--- src/rtl/pll_cal_ctrl.sv ---
// pll_cal_ctrl: SAR calibration and lock monitor for a PLL delay-line VCO.
//   clk/rst_n      reference clock, async active-low reset
//   ena            block enable; 0 holds the block in IDLE at reset values
//   start          calibration request pulse (honoured in IDLE and FAIL)
//   target         expected feedback edges per measurement window
//   fb_in          divided VCO feedback, asynchronous to clk
//   delay_code     VCO delay-line code
//   loop_en        enables the analog loop (SETTLE, MONITOR)
//   busy           calibrating, or monitoring before the first lock
//   locked         LOCK_WINDOWS consecutive in-tolerance windows seen
//   cal_fail       calibration ended at a code rail far from target
//   fb_count       edge count of the last completed window
module pll_cal_ctrl #(
  parameter int CODE_W       = 5,
  parameter int WIN_LOG2     = 6,
  parameter int LOCK_TOL     = 2,
  parameter int LOCK_WINDOWS = 4
) (
  input  logic              clk,
  input  logic              rst_n,
  input  logic              ena,
  input  logic              start,
  input  logic [7:0]        target,
  input  logic              fb_in,
  output logic [CODE_W-1:0] delay_code,
  output logic              loop_en,
  output logic              busy,
  output logic              locked,
  output logic              cal_fail,
  output logic [7:0]        fb_count
);
  typedef enum logic [2:0] {IDLE, CAL_MEAS, CAL_STEP, SETTLE, MONITOR, FAIL} state_t;
  localparam int BW = CODE_W > 1 ? $clog2(CODE_W) : 1;
  localparam int RW = $clog2(LOCK_WINDOWS + 1);
  localparam logic [CODE_W-1:0] MID = CODE_W'(1) << (CODE_W - 1);
  localparam logic [RW-1:0] RUN_MAX = RW'(LOCK_WINDOWS);
  state_t st_q, st_d;
  logic [CODE_W-1:0] code_q, code_d;
  logic [BW-1:0] bit_q, bit_d;
  logic [WIN_LOG2-1:0] win_q, win_d;
  logic [7:0] cnt_q, cnt_d, fbc_q, fbc_d, cnt_n;
  logic [RW-1:0] run_q, run_d;
  logic lock_q, lock_d, lk1_q, lk1_d;
  logic [2:0] sync_q;
  logic edge_w, meas, last, restart, in_tol, mild;
  logic signed [8:0] err;
  logic [8:0] aerr;
  // sync_q[0..1] synchronize fb_in, sync_q[2] is the delay FF for edge detection
  assign edge_w = sync_q[1] & ~sync_q[2];
  assign meas = st_q inside {CAL_MEAS, SETTLE, MONITOR};
  assign last = meas && (win_q == '1);
  assign cnt_n = (cnt_q == 8'hFF) ? cnt_q : cnt_q + {7'd0, edge_w};
  // decisions use the count including the window's final cycle, so windows run back to back
  assign err = $signed({1'b0, cnt_n}) - $signed({1'b0, target});
  assign aerr = err[8] ? 9'(-err) : 9'(err);
  assign in_tol = aerr <= 9'(LOCK_TOL);
  assign mild = aerr <= 9'(4 * LOCK_TOL);
  always_comb begin
    st_d = st_q;
    code_d = code_q;
    bit_d = bit_q;
    win_d = meas ? win_q + 1'b1 : '0;
    cnt_d = (meas && !last) ? cnt_n : '0;
    fbc_d = last ? cnt_n : fbc_q;
    run_d = run_q;
    lock_d = lock_q;
    lk1_d = lk1_q;
    restart = 1'b0;
    if (!ena) begin
      st_d = IDLE;
      code_d = MID;
      bit_d = '0;
      win_d = '0;
      cnt_d = '0;
      fbc_d = '0;
      run_d = '0;
      lock_d = 1'b0;
      lk1_d = 1'b0;
    end else begin
      case (st_q)
        IDLE:     restart = start;
        CAL_MEAS: st_d = last ? CAL_STEP : CAL_MEAS;
        CAL_STEP: begin
          code_d[bit_q] = fbc_q >= target;
          if (bit_q != '0) begin
            code_d[bit_q - 1'b1] = 1'b1;
            bit_d = bit_q - 1'b1;
            st_d = CAL_MEAS;
          end else st_d = SETTLE;
        end
        SETTLE:   if (last) st_d = ((code_q == '0 || code_q == '1) && !mild) ? FAIL : MONITOR;
        MONITOR:  if (last) begin
          if (in_tol) begin
            run_d = (run_q == RUN_MAX) ? run_q : run_q + 1'b1;
            lock_d = run_d == RUN_MAX;
            lk1_d = lk1_q | lock_d;
          end else if (mild) begin
            run_d = '0;
            lock_d = 1'b0;
          end else restart = 1'b1;
        end
        FAIL:     restart = start;
        default:  st_d = IDLE;
      endcase
      if (restart) begin
        st_d = CAL_MEAS;
        code_d = MID;
        bit_d = BW'(CODE_W - 1);
        win_d = '0;
        cnt_d = '0;
        run_d = '0;
        lock_d = 1'b0;
        lk1_d = 1'b0;
      end
    end
  end
  always_ff @(posedge clk or negedge rst_n) begin
    if (!rst_n) begin
      st_q <= IDLE;
      code_q <= MID;
      bit_q <= '0;
      win_q <= '0;
      cnt_q <= '0;
      fbc_q <= '0;
      run_q <= '0;
      lock_q <= 1'b0;
      lk1_q <= 1'b0;
      sync_q <= '0;
    end else begin
      st_q <= st_d;
      code_q <= code_d;
      bit_q <= bit_d;
      win_q <= win_d;
      cnt_q <= cnt_d;
      fbc_q <= fbc_d;
      run_q <= run_d;
      lock_q <= lock_d;
      lk1_q <= lk1_d;
      sync_q <= {sync_q[1:0], fb_in};
    end
  end
  assign delay_code = code_q;
  assign loop_en = st_q inside {SETTLE, MONITOR};
  // busy drops at the first lock of a monitoring session and stays low through mild errors
  assign busy = (st_q inside {CAL_MEAS, CAL_STEP, SETTLE}) || (st_q == MONITOR && !lk1_q);
  assign locked = lock_q;
  assign cal_fail = st_q == FAIL;
  assign fb_count = fbc_q;
endmodule

--- config.mk ---
export PLATFORM = sky130hd
export DESIGN_NAME = pll_cal_ctrl
export DESIGN_NICKNAME = d
export VERILOG_FILES = /design/src/rtl/pll_cal_ctrl.sv
export SDC_FILE = /design/constraint.sdc
export NUM_CORES = 1
export LEC_CHECK = 0
export CAP_MARGIN = 20
export CORE_ASPECT_RATIO = 1.25
export CORE_UTILIZATION = 50
export CTS_BUF_LIST = sky130_fd_sc_hd__clkbuf_4
export DETAILED_ROUTE_END_ITERATION = 12
export PLACE_DENSITY = 0.76
export SLEW_MARGIN = 5
export SYNTH_ARGS = -nofsm -noshare
export SYNTH_HDL_FRONTEND = slang
export SYNTH_SLANG_ARGS = --single-unit
export TNS_END_PERCENT = 20
--- constraint.sdc ---
create_clock -name clk -period 8.8 [get_ports clk]
set_input_delay 0.88 -clock clk [delete_from_list [all_inputs] [get_ports clk]]
set_output_delay 0.88 -clock clk [all_outputs]
set_load 0.05 [all_outputs]
[Yosys cells after proc, flatten, opt, wreduce, memory -nomap -nowiden]
Index checks and enable logic that the tools add are counted.
Word-level totals
  bits in latches: 0
  bits in writable memories: 0
  bits in read-only memories: 0
  register bits after elaboration: 41
  memories kept: 0
  word-level logic and storage cells: 122
Operators by class
  div/mod/pow operators: 0
  shift-type cells: 0
  $lt $le $gt $ge: 7
  reductions and logical operators: 23
  multipliers: 0
  bitwise operators: 4
  muxes and demuxes: 53
  add/sub/neg operators: 6
  equal/unequal tests: 19
Operators by type and width (count)
  two-way mux 8 bit: 6
  two-way mux 3 bit: 14
  two-way mux 5 bit: 4
  two-way mux 1 bit: 18
  two-way mux 6 bit: 3
  inequality test 3 x 1 -> 1 bit, second input constant: 5
  equality test 3 bit, second input constant: 4
  case mux 3 bit (4 select lines): 1
  less-or-equal comparator 9 x 2 -> 1 bit, second input constant: 1
  less-or-equal comparator 9 x 4 -> 1 bit, second input constant: 1
  two-way mux 9 bit: 1
  negation 9 bit: 1
  nonzero test 3 bit: 3
  subtractor 8 x 8 -> 9 bit: 1
  adder 8 x 1 -> 8 bit: 1
  equality test 8 bit, second input constant: 1
  >= comparator 8 bit: 1
  < comparator 3 x 4 -> 1 bit, second input constant: 2
  adder 6 x 1 -> 6 bit, second input constant: 1
  demux 1 bit (select 3 bit): 2
  equality test 3 x 2 -> 1 bit, second input constant: 2
  equality test 6 bit, second input constant: 1
  >= comparator 3 x 1 -> 1 bit, second input constant: 2
  logical AND 1 bit: 6
  other kinds (24): 30

[Longest topological paths before layout]
Gate-level depths: netlist of run 1.
  depth in word-level cells: 15
  gate-level depth with buffers: 18

[Worst setup path after synthesis of run 1]
OpenSTA, ideal clock, no wires.
  kind: register to register
  start: register sync_q[1]
  end: register st_q[0]
  slack: 5.189 ns
  required time: 8.668 ns
  cell stages (with the launch flop): 17
  arrival time: 3.478 ns
  clock period less this slack: 3.611 ns
  cells stage by stage: dfrtp_1 nor2b_1 ha_1 ha_1 xor2_1 nor2_1 inv_1 ha_1 nor2_1 a21oi_1 xor2_1 or4_1 mux2i_1 a41oi_1 or4_1 nand4_1 o21ai_1
Between the ends
  word-level cells in the longest chain between the ends: 14
  elaborated cells between the ends (all ways): 23
  classes of those cells: add/sub: 3; order compare: 2; eq/ne: 2; mux: 12; bitwise: 1; reduce/logical: 3
RTL lines
  start, declared: RTL line 44  | logic [2:0] sync_q;
  start signal, assigned: RTL line 139  | sync_q <= {sync_q[1:0], fb_in};
  AND 1 bit (*): RTL line 49  | assign edge_w = sync_q[1] & ~sync_q[2];
  adder 8 x 1 -> 8 bit (*): RTL line 52  | assign cnt_n = (cnt_q == 8'hFF) ? cnt_q : cnt_q + {7'd0, edge_w};
  two-way mux 8 bit (*): RTL line 52
  subtractor 8 x 8 -> 9 bit (*): RTL line 54  | assign err = $signed({1'b0, cnt_n}) - $signed({1'b0, target});
  negation 9 bit: RTL line 55  | assign aerr = err[8] ? 9'(-err) : 9'(err);
  two-way mux 9 bit (*): RTL line 55
  less-or-equal comparator 9 x 4 -> 1 bit: RTL line 57  | assign mild = aerr <= 9'(4 * LOCK_TOL);
  two-way mux 1 bit / logical NOT 1 bit (equally long branches): RTL line 97, 91
  two-way mux 1 bit / logical AND 1 bit (equally long branches): RTL line 93, 91
  two-way mux 1 bit (on tied branches): RTL line 92, 91
  case mux 1 bit (2 select lines) / two-way mux 3 bit (equally long branches): RTL line 80, 91
  two-way mux 1 bit / case mux 3 bit (4 select lines) (equally long branches): RTL line 69, 80
  inequality test 4 x 3 -> 1 bit (no line) (tied with other cells)
  AND reduction 2 bit (no line) / two-way mux 3 bit (equally long branches)
  end signal, assigned: RTL line 130  | st_q <= st_d;
  end, declared: RTL line 37  | state_t st_q, st_d;
Mark *: on every way between the ends. The rest lies on a longest branch, timed or not. The select of a mux whose other input is x is not followed.
A chain may end at the register's enable or synchronous reset.

[Worst setup path after layout of run 1]
  start: register sync_q[1]
  end: register code_q[0] (netlist: delay_code[0])
Between the ends
  word-level cells in the longest chain between the ends: 14
  elaborated cells between the ends (all ways): 16
  classes of those cells: add/sub: 3; order compare: 2; eq/ne: 1; mux: 9; bitwise: 1
RTL lines
  AND 1 bit (*): RTL line 49
  adder 8 x 1 -> 8 bit (*): RTL line 52
  two-way mux 8 bit (*): RTL line 52
  subtractor 8 x 8 -> 9 bit (*): RTL line 54
  negation 9 bit: RTL line 55
  two-way mux 9 bit (*): RTL line 55
  less-or-equal comparator 9 x 4 -> 1 bit: RTL line 57
  two-way mux 1 bit: RTL line 97  | end else if (mild) begin
  two-way mux 1 bit (*): RTL line 93  | if (in_tol) begin
  two-way mux 1 bit (*): RTL line 92  | MONITOR: if (last) begin
  case mux 1 bit (2 select lines) (*): RTL line 80  | case (st_q)
  two-way mux 1 bit (*): RTL line 69  | if (!ena) begin
  two-way mux 5 bit: RTL line 105  | if (restart) begin
  two-way mux 5 bit: RTL line 69
  end signal, assigned: RTL line 131  | code_q <= code_d;
  end, declared: RTL line 38  | logic [CODE_W-1:0] code_q, code_d;
Marked as above.

==> results of run 1 <==
-- synthesized netlist by cell type, types with 6 or more instances --
master    instances  area share [%]
nor3_1           15             2.5
clkbuf_1          8             1.0
ha_1             25              11
and2_1            6             1.3
a211oi_1         10             2.5
xnor2_1           9             2.7
dfrtp_1          40              34
nand3_1          16             2.7
inv_1            23             2.9
nor2b_1           7             1.5
o21ai_0          14             2.4
mux2i_1           8             2.7
nor2_1           50             6.3
nand2_1          18             2.3
a21oi_1          25             4.2
and3_1            6             1.3
-- through the flow --
step | utilization (%) | power (mW) | setup slack, ps | instance area (µm²) | hold WS, ps
after CTS | 60.5 | 0.355 | 4780 | 3360 | 376
after floorplan | - | 0.239 | 5190 | 2960 | 331
after global routing | 60.5 | 0.370 | 4400 | 3360 | 378
final | 60.5 | 0.350 | 4790 | 3360 | 368
after detailed placement | 59.5 | 0.259 | 4580 | 3300 | 339
after global placement | 59.5 | 0.258 | 4610 | 3300 | 345
-- worst paths after layout --
| path | end | slack [ps] | cells past startpoint |
|---|---|---|---|
| worst max-delay path | delay_code[0]$_DFFE_PN0P_ | 4790 | 16 |
| worst min-delay path | sync_q[1]$_DFF_PN0_ | 370 | 0 |
| worst max register to register | delay_code[0]$_DFFE_PN0P_ | 4790 | 16 |
| worst min register to register | sync_q[1]$_DFF_PN0_ | 370 | 0 |
| max in group asynchronous | cnt_q[6]$_DFF_PN0_ | 7600 | 1 |
| min in group asynchronous | cnt_q[4]$_DFF_PN0_ | 630 | 1 |
-- logic make-up after synthesis --
| group | Yosys count |
|---|---|
| flip-flops | 41 |
| buffers and inverters | 31 |
| AND/OR/NAND/NOR | 148 |
| multiplexers | 9 |
| XOR/XNOR | 15 |
| adder cells (fa/ha/maj) | 26 |
| AO/OA/AOI/OAI | 77 |
-- state kept, by name, indices dropped and copies added (netlist names) --
register / cells
st_q: 3
bit_q: 3
run_q: 3
cnt_q: 8
win_q: 6
sync_q: 3
lk1_q: 1
fb_count: 8
locked: 1
delay_code: 5
-- power by group --
part / leakage (nW) / switching (mW) / internal [mW]
combinational: 0.879 / 0.0368 / 0.0246
clock: 0.0310 / 0.0641 / 0.0302
sequential: 0.560 / 0.00344 / 0.191
total: 1.47 / 0.104 / 0.245
-- per-layer routing --
metal  vias up  routed length [µm]  GRT usage, %
li1       1298                   -             -
met1      1192                2960          30.4
met2        42                2970          38.4
met3         5                 264          3.34
met4         0                  59          5.45
met5         -                   0             0
-- layout by cell type, fill, tap and decap left out, types with 2 or more instances in the layout --
cell	count
and3_1	6
clkdlybuf4s50_1	28
o31ai_1	2
xnor2_1	9
a211o_1	2
nor2b_1	7
nand4_1	5
a21oi_1	25
nand2b_1	5
nand2_1	18
o21ai_0	14
clkinv_2	2
nand3_2	2
a211oi_1	10
and2_1	6
nand3b_1	2
clkbuf_4	5
or3_1	3
nor3b_1	2
xor2_1	5
mux2i_1	8
or4_1	3
nor2_1	50
inv_1	23
a31oi_1	2
a21o_1	5
ha_1	25
nand3_1	16
dfrtp_1	40
or2_2	2
nor3_1	15
or3b_2	2
o21bai_1	2
-- final cells by class --
cell class                      count  area share (%)
Timing Repair Buffer               30            8.72
Clock buffer                        5            1.12
Inverter                           23            2.57
Multi-Input combinational cell    275            54.1
Clock inverter                      3           0.522
Tap cell                           64            2.38
Sequential cell                    41            30.6
==> flow_metrics.env, run 1 <==
export IMPL_crit_path_max_fanout=10
export IMPL_critPathKind="reg2reg"
export IMPL_finalCriticalPeriod_ps=4010
export IMPL_antenna_cells=0
export IMPL_setup_viol_count_final=0
export IMPL_synthCells=347
export IMPL_cp_top_family="simple AND/OR/NAND/NOR gates"
export IMPL_dpl_hpwl_mm=4.88
export IMPL_drive_gt1_share_pct=5.84
export IMPL_drc_errors=0
export IMPL_cpMostUsedCell="ha_1"
export IMPL_synth_cell_types=54
export IMPL_start_kind="register"
export IMPL_clock_latency_ps=350
export IMPL_antenna_found_initial=0
export IMPL_slew_violations=0
export IMPL_tns_ps=0
export IMPL_regArea_mm2=0.00103
export IMPL_max_freq_mhz=249
export IMPL_ant_nets=0
export IMPL_drt_first_pass_iters=6
export IMPL_die_y_um=88.0
export IMPL_finalWirelength_mm=6.25
export IMPL_crit_buf_inv=1
export IMPL_postSynth_asyncResetShare_pct=100
export IMPL_nNetsFinal=415
export IMPL_placedCellCount=433
export IMPL_cts_path_max_buffers=2
export IMPL_worst_ep_arrival_time_ps=4280
export IMPL_synth_xor_area_share_pct=4.69
export IMPL_critPathRequiredTime_ps=9070
export IMPL_finalCritPeriodShare_pct=45.6
export IMPL_rr_startpoint="sync_q[1]$_DFF_PN0_"
export IMPL_portBuffers=29
export IMPL_post_drt_via_cell_ratio=5.75
export IMPL_grtUsageTotal_pct=22.5
export IMPL_p_per_area_mw_per_mm2=104
export IMPL_grt_max_degree=42
export IMPL_crit_start="sync_q[1]$_DFF_PN0_"
export IMPL_fill_cells=520
export IMPL_multiInputGateArea_mm2=0.00182
export IMPL_crit_path_end_kind="register"
export IMPL_wl_per_cell_um=14.2
export IMPL_rows=30
export IMPL_netlist_area_mm2=0.00296
export IMPL_yosys_area_share_adder_pct=11.2
export IMPL_place_congestion=0.865
export IMPL_start_util_pct=53.3
export IMPL_cts_buffers=5
export IMPL_seq_area_frac_synth_pct=34.7
export IMPL_post_cts_resized=0
export IMPL_synth_compound_area_share_pct=17.1
export IMPL_coreArea_mm2=0.00556
export IMPL_grt_pass1_wl_mm=11.2
export IMPL_yosysWarnings=0
export IMPL_cts_reportedPaths_clkPinSlew_ps=130
export IMPL_synthSimpleGateAreaFrac_pct=25.2
export IMPL_cts_root_buffer="clkbuf_4"
export IMPL_synth_avg_cell_area_um2=8.53
export IMPL_synth_flop_cell="dfrtp_1"
export IMPL_io_pins=30
export IMPL_leakage_nw=1.47
export IMPL_cts_hold_buf=0
export IMPL_slew_headroom_pct=33.3
export IMPL_synth_top_family_by_area="simple AND/OR/NAND/NOR gates"
export IMPL_synth_edf_count=0
export IMPL_fin_cells=441
export IMPL_cts_tree="built"
export IMPL_die_area_mm2=0.00623
export IMPL_synth_mux_area_share_pct=3.09
export IMPL_num_vias=2537
export IMPL_maxCapViolCount=0
export IMPL_finClkSkew_ps=17.1
export IMPL_hold_start="sync_q[0]$_DFF_PN0_"
export IMPL_vdd_ir_drop_worst_mv=0.135
export IMPL_die_w_um=70.8
export IMPL_worstPathCellList="nor2b_1 -> ha_1 -> ha_1 -> xor2_1 -> nor2_1 -> inv_1 -> ha_1 -> nor2_1 -> a21oi_1 -> xor2_1 -> or4_1 -> mux2i_1 -> a41oi_1 -> o21ai_2 -> nand3_2 -> a311oi_2"
export IMPL_overflow=0
export IMPL_status="finished clean"
export IMPL_hp_class="reg2reg"
export IMPL_worst_path_largest_cell_delay_ps=550
export IMPL_grt_pass1_vias=2483
export IMPL_syn2layout_area_growth_pct=13.4
export IMPL_postCtsSetupBuffers=0
export IMPL_syn_num_nets=386
export IMPL_ys_ff_latch=41
export IMPL_drtIter0Drc=180
export IMPL_htree_levels=2
export IMPL_rsz0062_at_grt="false"
export IMPL_clock_sinks=41
export IMPL_worst_slew_pin_slew_ps=997
export IMPL_slowest_stage="or4_1"
export IMPL_finalHoldViolCount=0
Power figures use the tool's default switching activity.
==> inputs of run 2 (changes only) <==
--- a/config.mk
+++ b/config.mk
@@ -10,7 +10,7 @@
 export CORE_UTILIZATION = 50
 export CTS_BUF_LIST = sky130_fd_sc_hd__clkbuf_4
 export DETAILED_ROUTE_END_ITERATION = 12
-export PLACE_DENSITY = 0.76
+export PLACE_DENSITY = 0.78
 export SLEW_MARGIN = 5
 export SYNTH_ARGS = -nofsm -noshare
 export SYNTH_HDL_FRONTEND = slang
==> constraint.sdc (replaced) <==
create_clock -name clk -period 3.5 [get_ports clk]
set_input_delay 0.35 -clock clk [delete_from_list [all_inputs] [get_ports clk]]
set_output_delay 0.35 -clock clk [all_outputs]
set_load 0.05 [all_outputs]
==> run 2 against run 1 <==
The flow now finishes with violations (negative setup slack); clock power rose to 3.3 times the previous value; sequential power rose to 2.5 times the previous value; power rose to 3.0 times the previous value; cell area rose by 22%; first-iteration DRC count fell by 7.8%; largest power group unchanged; clock skew fell by 2.1 ps; largest cell class unchanged; via count rose by 15%.
==> flow_metrics.env, run 2 (synthesis results as in run 1) <==
export IMPL_status="complete, but fails checks"
export IMPL_violations="negative setup slack"
export IMPL_die_area_mm2=0.00623
export IMPL_ant_nets=0
export IMPL_rows=30
export IMPL_worst_slack_ps=-130
export IMPL_mostFrequentLayoutCells="nor2_1 (43), dfrtp_1 (40), buf_4 (38), clkdlybuf4s50_1 (28), inv_1 (23)"
export IMPL_setup_viol_count_final=11
export IMPL_finalCriticalPeriod_ps=3630
export IMPL_p_per_area_mw_per_mm2=253
export IMPL_grtUsageTotal_pct=27.5
export IMPL_io_pins=30
export IMPL_r2r_end="delay_code[1]$_DFFE_PN0P_"
export IMPL_final_common_cell="nor2_1"
export IMPL_grt_max_degree=42
export IMPL_dpl_hpwl_mm=5.44
export IMPL_start_kind="register"
export IMPL_critPathRequiredTime_ps=3760
export IMPL_cp_top_family="compound AO/OA/AOI/OAI gates"
export IMPL_leakage_nw=1.74
export IMPL_clock_sinks=41
export IMPL_portBuffers=29
export IMPL_vdd_ir_drop_worst_mv=0.236
export IMPL_rr_startpoint="sync_q[1]$_DFF_PN0_"
export IMPL_grt_pass1_vias=2882
export IMPL_cts_buffers=5
export IMPL_wl_per_cell_um=17.4
export IMPL_drtIter0Drc=166
export IMPL_clock_latency_ps=360
export IMPL_finalHoldViolCount=0
export IMPL_finClkSkew_ps=15.0
export IMPL_crit_path_end_kind="register"
export IMPL_place_congestion=0.960
export IMPL_drt_first_pass_iters=5
export IMPL_htree_levels=2
export IMPL_overflow=0
export IMPL_rsz0062_at_grt="true"
export IMPL_final_util_pct=73.5
export IMPL_antenna_cells=0
export IMPL_maxCapViolCount=0
export IMPL_worstPathCellList="nor2b_4 -> ha_4 -> ha_4 -> inv_1 -> nor2_1 -> mux2_2 -> ha_1 -> o21ai_0 -> a21oi_2 -> o311ai_4 -> nor4_2 -> a41oi_2 -> o21ai_2 -> buf_6 -> nand3_4 -> a311oi_2"
export IMPL_die_w_um=70.8
export IMPL_die_y_um=88.0
export IMPL_slew_violations=0
export IMPL_cts_reportedPaths_clkPinSlew_ps=120
export IMPL_cts_tree="built"
export IMPL_cts_root_buffer="clkbuf_4"
export IMPL_slowest_stage="dfrtp_1"
export IMPL_finalWirelength_mm=8.41
export IMPL_whs_ps=107
export IMPL_coreArea_mm2=0.00556
export IMPL_grt_pass1_wl_mm=13.3
export IMPL_nNetsFinal=458
export IMPL_cts_path_max_buffers=2
export IMPL_max_freq_mhz=275
export IMPL_critPathKind="reg2reg"
export IMPL_worst_slew_pin_slew_ps=906
export IMPL_drive_gt1_share_pct=26.4
export IMPL_syn2layout_area_growth_pct=38.0
export IMPL_r2r_cells=16
export IMPL_worst_path_largest_cell_delay_ps=400
export IMPL_crit_buf_inv=2
export IMPL_drc_errors=0
export IMPL_hp_class="in2async"
export IMPL_slew_headroom_pct=39.6
export IMPL_antenna_found_initial=0
export IMPL_finalCritPeriodShare_pct=104
export IMPL_crit_path_max_fanout=5
export IMPL_reg2reg_slack_ps=-130
export IMPL_post_drt_via_cell_ratio=6.02
export IMPL_cpMostUsedCell="ha_4"
export IMPL_start_util_pct=53.3
export IMPL_num_vias=2913
export IMPL_worst_ep_arrival_time_ps=3890
-- run 2: metal layers --
metal	up-vias	global-route usage, %	share of wire (%)
met5	-	0	0
met4	0	10.2	3.0
met3	28	3.34	4.4
met2	94	49.1	50
met1	1411	34.2	42
li1	1380	-	-
-- run 2: what timing repair did --
item | CTS | global route
buffers inserted | 5 | 2
pin swaps | 18 | 21
hold buffers | 0 | 0
resized for setup | 32 | 28
gates cloned | 2 | 0
setup endpoints to repair | 19 | 19
-- run 2: how the worst max path moves through the flow --
stage                              startpoint                         to  depth (start not counted)
final                     sync_q[1]$_DFF_PN0_  delay_code[1]$_DFFE_PN0P_                         16
after global routing      sync_q[1]$_DFF_PN0_  delay_code[1]$_DFFE_PN0P_                         17
after CTS                 sync_q[1]$_DFF_PN0_  delay_code[1]$_DFFE_PN0P_                         17
after detailed placement  sync_q[1]$_DFF_PN0_        st_q[0]$_DFFE_PN0P_                         18
after global placement    sync_q[2]$_DFF_PN0_        st_q[0]$_DFFE_PN0P_                         18
after floorplan           sync_q[1]$_DFF_PN0_        st_q[0]$_DFFE_PN0P_                         16
-- run 2: layout make-up --
class	instances	area, µm²
inverter	23	86.3
tap	64	80.1
sequential	41	1030
clock buffer	5	37.5
clock inverter	3	41.3
fill	390	1470
multi-input combinational	276	2190
timing repair buffer	72	627
-- run 2: per-stage QoR --
stage          setup TNS, ps  std cells  instance area, µm²  power [mW]  worst slack [ps]
6_report                -788        484                4090        1.03              -130
5_1_grt                -3820        484                4090        1.08              -306
4_1_cts                 -239        482                3940        1.02             -90.1
3_5_place_dp           -1390        467                3610       0.685              -167
3_3_place_gp            -105        467                3610       0.680             -39.2
2_1_floorplan              0        347                3020       0.606              14.7
-- run 2: where the power goes --
part,total (mW),leakage [nW],internal [mW],switching (mW)
clock network,0.311,0.0389,0.148,0.163
logic,0.233,1.14,0.106,0.127
registers,0.489,0.560,0.479,0.00985
==> inputs of run 3 (changes only) <==
--- a/config.mk
+++ b/config.mk
@@ -11,6 +11,7 @@
 export CTS_BUF_LIST = sky130_fd_sc_hd__clkbuf_4
 export DETAILED_ROUTE_END_ITERATION = 12
 export PLACE_DENSITY = 0.78
+export SETUP_SLACK_MARGIN = 0.4
 export SLEW_MARGIN = 5
 export SYNTH_ARGS = -nofsm -noshare
 export SYNTH_HDL_FRONTEND = slang
==> run 3 against run 2 <==
The flow still finishes with violations (negative setup slack); hold slack improved by 5.1 ps; sequential cell count unchanged; register-to-register slack improved by 99 ps; clock skew down 3.1 ps; first-iteration DRC count down 36%; utilization up 1.1 points; cell area increased by 1.5%; clock power down 27%; final cell count increased by 0.62%; clock-buffer cell count unchanged; die area unchanged; largest power group unchanged; highest routed layer unchanged.
==> flow_metrics.env, run 3 (synthesis results as in run 1) <==
export IMPL_crit_path_end_kind="register"
export IMPL_drtIter0Drc=107
export IMPL_final_common_cell="nor2_1"
export IMPL_p_total_mw=0.966
export IMPL_cts_tree="built"
export IMPL_num_vias=2882
export IMPL_grt_max_degree=42
export IMPL_clock_sinks=41
export IMPL_status="complete, but fails checks"
export IMPL_rows=30
export IMPL_hp_class="in2async"
export IMPL_grtUsageTotal_pct=27.9
export IMPL_slowest_stage="or4_1"
export IMPL_finalHoldViolCount=0
export IMPL_antenna_cells=0
export IMPL_overflow=0
export IMPL_place_congestion=0.918
export IMPL_whs_ps=112
export IMPL_cts_hold_buf=0
export IMPL_setup_viol_count_final=1
export IMPL_finalWirelength_mm=8.22
export IMPL_cpMostUsedCell="buf_4"
export IMPL_maxCapViolCount=0
export IMPL_slew_headroom_pct=39.0
export IMPL_worst_slew_pin_slew_ps=915
export IMPL_nNetsFinal=461
export IMPL_slew_violations=0
export IMPL_finalCriticalPeriod_ps=3530
export IMPL_cts_path_max_buffers=2
export IMPL_fin_cells=487
export IMPL_rsz0062_at_grt="true"
export IMPL_die_y_um=88.0
export IMPL_grt_pass1_wl_mm=13.6
export IMPL_p_per_area_mw_per_mm2=233
export IMPL_violations="negative setup slack"
export IMPL_finClkSkew_ps=11.9
export IMPL_worst_slack_ps=-30.6
export IMPL_die_w_um=70.8
export IMPL_ant_nets=0
export IMPL_crit_path_max_fanout=5
export IMPL_coreArea_mm2=0.00556
export IMPL_worst_path_largest_cell_delay_ps=480
export IMPL_critPathRequiredTime_ps=3740
export IMPL_fill_cells=383
export IMPL_die_area_mm2=0.00623
export IMPL_io_pins=30
export IMPL_placedCellCount=466
export IMPL_portBuffers=29
export IMPL_dpl_hpwl_mm=5.53
export IMPL_finalCritPeriodShare_pct=101
export IMPL_drive_gt1_share_pct=27.4
export IMPL_cts_root_buffer="clkbuf_4"
export IMPL_drt_first_pass_iters=4
export IMPL_drc_errors=0
export IMPL_max_freq_mhz=283
export IMPL_clock_latency_ps=350
export IMPL_mostFrequentLayoutCells="nor2_1 (41), dfrtp_1 (40), buf_4 (38), clkdlybuf4s50_1 (28), inv_1 (22)"
export IMPL_antenna_found_initial=0
export IMPL_worstPathCellList="nor2b_4 -> ha_4 -> buf_4 -> nand2_1 -> nor2_1 -> nand3_1 -> o21a_1 -> ha_4 -> a21o_1 -> o41ai_4 -> buf_4 -> buf_4 -> nand3_1 -> o211a_1 -> or4_1 -> nand4_1 -> o21ai_1"
export IMPL_vdd_ir_drop_worst_mv=0.188
export IMPL_htree_levels=2
export IMPL_start_kind="register"
export IMPL_rr_startpoint="sync_q[2]$_DFF_PN0_"
export IMPL_grt_pass1_vias=2887
export IMPL_crit_start="sync_q[2]$_DFF_PN0_"
export IMPL_syn2layout_area_growth_pct=40.1
export IMPL_wl_per_cell_um=16.9
export IMPL_critPathKind="reg2reg"
export IMPL_start_util_pct=53.3
export IMPL_cts_reportedPaths_clkPinSlew_ps=120
export IMPL_post_drt_via_cell_ratio=5.92
export IMPL_worst_ep_arrival_time_ps=3770
export IMPL_leakage_nw=1.77
export IMPL_preCtsSetupSlack_ps=-168
export IMPL_cts_buffers=5
export IMPL_r2r_cells=17
==> run 3: layer usage <==
layer	GRT usage, %	part of all wire [%]
met1	35.1	43
met2	49.4	52
met3	3.34	2.3
met4	10.9	2.2
met5	0	0
==> run 3: worst paths after layout <==
path,end,slack (ps)
max in group asynchronous,cnt_q[7]$_DFF_PN0_,2810
min reg2reg,sync_q[1]$_DFF_PN0_,370
min,fb_count[2]$_DFFE_PN0P_,110
min in group clk,sync_q[1]$_DFF_PN0_,370
max reg2reg,st_q[0]$_DFFE_PN0P_,-30
max,st_q[0]$_DFFE_PN0P_,-30
==> run 3: cell type report <==
type	instances	area [µm²]	share of cell area (%)
inverter	23	86.3	2.08
tap	64	80.1	1.93
timing repair buffer	76	674	16.3
clock inverter	3	12.5	0.302
sequential	41	1030	24.8
clock buffer	5	37.5	0.905
multi-input combinational	275	2230	53.8
==> run 3: per-stage QoR <==
step,setup TNS (ps),cell area (µm²),utilization (%)
2_1_floorplan,0,3070,-
3_3_place_gp,-316,3670,66.0
3_5_place_dp,-1490,3670,66.0
4_1_cts,0,4060,73.0
5_1_grt,-2030,4150,74.7
6_report,-30.6,4150,74.7
==> run 3: timing repair <==
item	CTS	global route
endpoints found under the hold margin	0	0
buffers inserted	10	2
endpoints found under the setup margin	19	19
cloned	1	0
resized for setup	45	20
pin swaps	36	10
==> run 3: critical path: cells and delay by family (launching register included) <==
family / cells / cell delay, ps
adder cells (fa/ha/maj): 2 / 430
AND/OR/NAND/NOR: 7 / 1070
flip-flops: 1 / 410
AO/OA/AOI/OAI: 5 / 1090
buffers and inverters: 3 / 420
==> run 3: power breakdown <==
part | switching (mW) | leakage [nW] | total [mW] | internal, mW
Clock | 0.155 | 0.0300 | 0.228 | 0.0728
Combinational | 0.134 | 1.18 | 0.249 | 0.115
Sequential | 0.00924 | 0.560 | 0.488 | 0.479
